`config.mk`:
```
export PLATFORM = sky130hd
export DESIGN_NAME = axi_lite_master
export DESIGN_NICKNAME = d
export VERILOG_FILES = /design/src/rtl/axi_lite_master.sv
export SDC_FILE = /design/constraint.sdc
export NUM_CORES = 1
export LEC_CHECK = 0
export CAP_MARGIN = 0
export CORE_ASPECT_RATIO = 1.4
export CORE_UTILIZATION = 41
export CTS_BUF_LIST = sky130_fd_sc_hd__clkbuf_8
export DETAILED_ROUTE_END_ITERATION = 12
export PLACE_DENSITY = 0.79
export SYNTH_ARGS = -nofsm -noshare
export SYNTH_HDL_FRONTEND = slang
export SYNTH_SLANG_ARGS = --single-unit
```
`constraint.sdc`:
```
create_clock -name clk -period 2.25 [get_ports clk]
set_clock_uncertainty 0.1 [all_clocks]
set_input_delay 0.45 -clock clk [delete_from_list [all_inputs] [get_ports clk]]
set_output_delay 0.45 -clock clk [all_outputs]
set_load 0.01 [all_outputs]
```
`src/rtl/axi_lite_master.sv`:
```
// Single-outstanding bridge from the datapath memory request port to a 32-bit AXI4-Lite master.
// Every AXI valid/ready output and the datapath ready/bus_err are registered from the next-state decode.
module axi_lite_master #(
  parameter logic [2:0] PROT = 3'b000
) (
  input  logic        clk,
  input  logic        nrst,
  input  logic        read,
  input  logic [1:0]  write,
  input  logic [31:0] addr,
  input  logic [31:0] store,
  input  logic        done,
  output logic        ready,
  output logic [31:0] load,
  output logic [31:0] m_awaddr,
  output logic [2:0]  m_awprot,
  output logic        m_awvalid,
  input  logic        m_awready,
  output logic [31:0] m_wdata,
  output logic [3:0]  m_wstrb,
  output logic        m_wvalid,
  input  logic        m_wready,
  input  logic [1:0]  m_bresp,
  input  logic        m_bvalid,
  output logic        m_bready,
  output logic [31:0] m_araddr,
  output logic [2:0]  m_arprot,
  output logic        m_arvalid,
  input  logic        m_arready,
  input  logic [31:0] m_rdata,
  input  logic [1:0]  m_rresp,
  input  logic        m_rvalid,
  output logic        m_rready,
  output logic        bus_err
);

  typedef enum logic [2:0] {IDLE, RADDR, RDATA, WADDR, WRESP, DONE} state_t;

  state_t      state_q, state_d;
  logic        aw_done_q, aw_done_d;
  logic        w_done_q, w_done_d;
  logic        err_d;
  logic [31:2] addr_q;
  logic [31:0] wdata_q;
  logic [3:0]  wstrb_q;

  function automatic logic [3:0] lane_strb(input logic [1:0] size, input logic [1:0] off);
    case (size)
      2'd1:    lane_strb = 4'b0001 << off;
      2'd2:    lane_strb = 4'b0011 << {off[1], 1'b0};
      default: lane_strb = 4'b1111;
    endcase
  endfunction

  // Narrow stores are replicated across the word so the strobes alone select the lanes.
  function automatic logic [31:0] lane_data(input logic [1:0] size, input logic [31:0] data);
    case (size)
      2'd1:    lane_data = {4{data[7:0]}};
      2'd2:    lane_data = {2{data[15:0]}};
      default: lane_data = data;
    endcase
  endfunction

  always_comb begin
    state_d   = state_q;
    aw_done_d = aw_done_q;
    w_done_d  = w_done_q;
    err_d     = 1'b0;
    case (state_q)
      IDLE: begin
        if (write != 2'd0) begin
          state_d   = WADDR;
          aw_done_d = 1'b0;
          w_done_d  = 1'b0;
        end else if (read) begin
          state_d = RADDR;
        end
      end
      RADDR: if (m_arvalid && m_arready) state_d = RDATA;
      RDATA: begin
        if (m_rready && m_rvalid) begin
          state_d = DONE;
          err_d   = m_rresp[1];
        end
      end
      WADDR: begin
        aw_done_d = aw_done_q | (m_awvalid & m_awready);
        w_done_d  = w_done_q | (m_wvalid & m_wready);
        if (aw_done_d && w_done_d) state_d = WRESP;
      end
      WRESP: begin
        if (m_bready && m_bvalid) begin
          state_d = DONE;
          err_d   = m_bresp[1];
        end
      end
      DONE:    if (done) state_d = IDLE;
      default: state_d = IDLE;
    endcase
  end

  always_ff @(posedge clk or negedge nrst) begin
    if (!nrst) begin
      state_q   <= IDLE;
      aw_done_q <= 1'b0;
      w_done_q  <= 1'b0;
      m_arvalid <= 1'b0;
      m_rready  <= 1'b0;
      m_awvalid <= 1'b0;
      m_wvalid  <= 1'b0;
      m_bready  <= 1'b0;
      ready     <= 1'b0;
      bus_err   <= 1'b0;
      addr_q    <= '0;
      wdata_q   <= '0;
      wstrb_q   <= '0;
      load      <= '0;
    end else begin
      state_q   <= state_d;
      aw_done_q <= aw_done_d;
      w_done_q  <= w_done_d;
      m_arvalid <= (state_d == RADDR);
      m_rready  <= (state_d == RDATA);
      m_awvalid <= (state_d == WADDR) && !aw_done_d;
      m_wvalid  <= (state_d == WADDR) && !w_done_d;
      m_bready  <= (state_d == WRESP);
      ready     <= (state_d == DONE);
      bus_err   <= err_d;
      // Request is captured only when leaving IDLE; later input changes are ignored.
      if (state_q == IDLE && (write != 2'd0 || read)) begin
        addr_q <= addr[31:2];
        if (write != 2'd0) begin
          wstrb_q <= lane_strb(write, addr[1:0]);
          wdata_q <= lane_data(write, store);
        end
      end
      if (state_q == RDATA && m_rvalid) load <= m_rdata;
    end
  end

  assign m_araddr = {addr_q, 2'b00};
  assign m_awaddr = {addr_q, 2'b00};
  assign m_arprot = PROT;
  assign m_awprot = PROT;
  assign m_wdata  = wdata_q;
  assign m_wstrb  = wstrb_q;

endmodule
```
==> PnR_summary.wiki <==
{| class="wikitable"
! Metric !! Value
|-
| Largest area contributor in the synthesized netlist || sky130_fd_sc_hd__dfrtp_1
|-
| Combined flip-flop and latch cell area || 2750 sq um
|-
| Leading cell type in the layout, fill and taps excluded || sky130_fd_sc_hd__clkdlybuf4s50_1
|-
| Status || complete, no violations
|-
| Clock sink count || 110
|-
| Largest cells by area after synthesis || sky130_fd_sc_hd__dfrtp_1 (57%), sky130_fd_sc_hd__mux2_2 (15%), sky130_fd_sc_hd__buf_4 (6.3%), sky130_fd_sc_hd__a21oi_1 (2.9%), sky130_fd_sc_hd__nor2_1 (2.9%)
|-
| Area share of the leading cell type in the synthesized netlist || 57.4%
|-
| Pwr per Cell Area || between 1000 and 1500 nW/um^2
|-
| Lkg Pwr || about 3.2 nW
|-
| Detail Route Antenna Nets || 0
|-
| Startpoint kind of the worst setup timing path || primary input
|-
| Count of buffers inserted at the top-level ports || 243
|-
| # rows || 46
|-
| Final critical-path required period || around 2100 ps
|-
| Class of the tightest hold or removal check || flip-flop to flip-flop
|-
| Share of the cycle needed by the critical path after routing || 94.1%
|-
| Final-report setup violation count || 0
|-
| Max-capacitance violation count || 0
|-
| Class of the most critical setup path || primary input to flip-flop
|-
| Share of cell area taken by muxes after synthesis || 14.6%
|-
| Routed WL per cell || 16.3 um
|-
| Router iterations before antenna repair || 6
|-
| IR drop worst, VDD || just under 600 uV
|-
| Number of ports placed on the die boundary || 256
|-
| Worst-path fanout max || 18
|-
| Count of endpoints failing hold in the final timing report || 0
|-
| Maximum level of the CTS H-tree || 3
|-
| Register bit total from synthesis || between 100 and 150
|-
| Vias in the first global route || 3924
|-
| Count of fill cells added during filler insertion || 860
|-
| Clock tree from TritonCTS || yes
|-
| Fraction of final layout cells sized beyond drive strength 1 || between 10% and 20%
|-
| Number of vias in the routed layout || around 3800
|-
| Total gr overflow || 0
|-
| Mean area per synthesized cell || approximately 12 sq um
|-
| Pin count of the biggest net entering global routing || between 40 and 50
|-
| Number of enable flip-flop cells after synthesis || 0
|-
| Clock-pin slew on the worst setup and hold paths || 110 ps
|-
| Final core utilization || around two thirds
|-
| Finished Layout Cells || ~780
|-
| Inserted Diodes || 0
|-
| Commonest register cell after synthesis || sky130_fd_sc_hd__dfrtp_1
|-
| Post-route standard cell area excluding fillers || 7480 sq um
|-
| Initial drt markers || 80
|-
| Synthesis-to-layout area growth || 56.1%
|-
| Final-report max-slew violation count || 0
|-
| Share of synthesized cell area in full adder, half adder and majority cells || 0.783%
|-
| Normalized max-slew margin || 61.2%
|-
| Timing-limited maximum frequency || 0.472 GHz
|-
| Area of placed instances || just over 7000 sq um
|-
| Element type at the critical path end || flip-flop
|-
| Share of the synthesized netlist area taken by xor and xnor gates || 0%
|-
| Leading cell types in the layout, fill and taps excluded || sky130_fd_sc_hd__clkdlybuf4s50_1 (242), sky130_fd_sc_hd__dfrtp_1 (110), sky130_fd_sc_hd__mux2_2 (62)
|-
| DRT Wirelength || 12700 um
|-
| Die Outline Area || 12100 sq um
|-
| Number of antenna violations at the first check in global routing || 0
|-
| Area of the core || ~11000 sq um
|-
| Global Route Usage Sum || 20.9%
|-
| Total area of multi-input combinational cells || 1640 sq um
|-
| Buffer cell driving the clock tree root || sky130_fd_sc_hd__clkbuf_8
|-
| Clock buffer count from CTS || 9
|-
| Compound-gate portion of the synthesized area || ~8%
|-
| Cell area after synthesis || roughly 4800 sq um
|-
| Count of mapped cells out of synthesis || ~400
|-
| Actual slew at the worst max-slew pin || about 580 ps
|-
| Count of unique library cells instantiated by Yosys || 37
|-
| CTS Buffer Depth || 2
|-
| Sequential element share of the synthesized area || 57.4%
|-
| Simple-gate share of the synthesized area || 10.1%
|-
| Number of placed cells counting well taps || 761
|-
| Wire length of the first global-routing pass || 19400 um
|-
| Number of warnings reported in the yosys synthesis log || 0
|-
| DPL Wire Length || 10100 um
|-
| Starting Density || 42.3%
|-
| Post-CTS setup buffer count || 0
|-
| Fraction of registers with async set/reset || between 90% and 100%
|-
| Die Ht || 130 um
|-
| Required arrival time at the worst endpoint || 2390 ps
|-
| Number of nets in the final layout || 743
|-
| DRC violations left || 0
|-
| Arr. time, crit path || 2260 ps
|-
| Gpl congestion || ~0.8
|-
| Via-to-Cell Ratio || around 5
|-
| Dominant combinational cell family by area after synthesis || multiplexers
|-
| Insertion delay to the later sink of the worst-skew pair || 350 ps
|-
| Setup TNS || 0 ps
|-
| Unrepaired setup endpoints after global routing || no
|-
| Width of the chip || 93.4 um
|-
| Total power after layout || 10.4 mW
|}
-- registers in the layout, indices dropped and copies added (netlist names), 3 cells and up --
signal and count:
addr_q 30, load 32, m_wdata 32, m_wstrb 4
state_q 3
-- cells in the mapped netlist (all sizes together) (4+ instances only) --
library cell / n
a21oi: 28
a221oi: 8
a22o: 8
buf: 52
clkbuf: 10
dfrtp: 110
inv: 8
mux2: 62
nand2: 36
nand2b: 10
nor2: 37
nor3: 6
nor3b: 4
o21ai: 4
-- area by class of cell --
| class | count | area share, % |
|---|---|---|
| sequential | 110 | 36.8 |
| timing repair buffer | 264 | 35.8 |
| multi-input combinational | 236 | 21.9 |
| tap | 144 | 2.41 |
| clock buffer | 12 | 2.21 |
| clock inverter | 4 | 0.502 |
| inverter | 8 | 0.401 |
-- logic make-up (layout without fill, tap and decap cells) --
group                      after synthesis  after routing
AOI/OAI and AO/OA                       58             58
adders and majority gates                3              3
buffers and inverters                   70            288
DFF                                    110            110
muxes                                   62             62
other                                    1             10
and+or+nand+nor                        103            103
-- worst max-delay path, cell delays in order --
cell	delay, ps
sky130_fd_sc_hd__clkdlybuf4s50_1	500
sky130_fd_sc_hd__inv_1	70
sky130_fd_sc_hd__ha_1	230
sky130_fd_sc_hd__or4_1	450
sky130_fd_sc_hd__buf_4	230
sky130_fd_sc_hd__a21oi_1	220
sky130_fd_sc_hd__a21oi_1	100
-- final timing paths --
check	startpoint	end	slack [ps]	cells after the start
setup / recovery	write[0]	m_wdata[26]	130	7
hold / removal	m_wdata[1]	m_wdata[1]	400	2
setup reg to reg	state_q[2]	m_wdata[26]	390	4
hold reg to reg	m_wdata[1]	m_wdata[1]	400	2
max in group asynchronous	nrst	aw_done_q	860	3
min in group asynchronous	nrst	m_wdata[15]	510	2
-- power by group --
group	internal, mW	switching (mW)
sequential	2.97	0.633
clock	0.511	0.674
combinational	3.39	2.18
total	6.87	3.48
-- layer usage --
layer	GRT usage, %	vias up	wire (um)
li1	-	1785	-
met1	21.9	1847	4290
met2	39.4	190	7000
met3	5.07	27	1010
met4	8.51	0	357
met5	0	-	0
-- repair_timing --
action	CTS	global route
hold endpoints to repair	24	0
hold buffers	1	0
resized for setup	0	0
-- through the flow --
step | hold WS (ps) | worst slack [ps]
5_1_grt | 426 | 20.3
3_3_place_gp | 361 | -187
3_5_place_dp | 370 | -271
6_report | 397 | 132
4_1_cts | 395 | 129
2_1_floorplan | 54.4 | 397
Note: power is estimated with default switching activity, not from simulation.
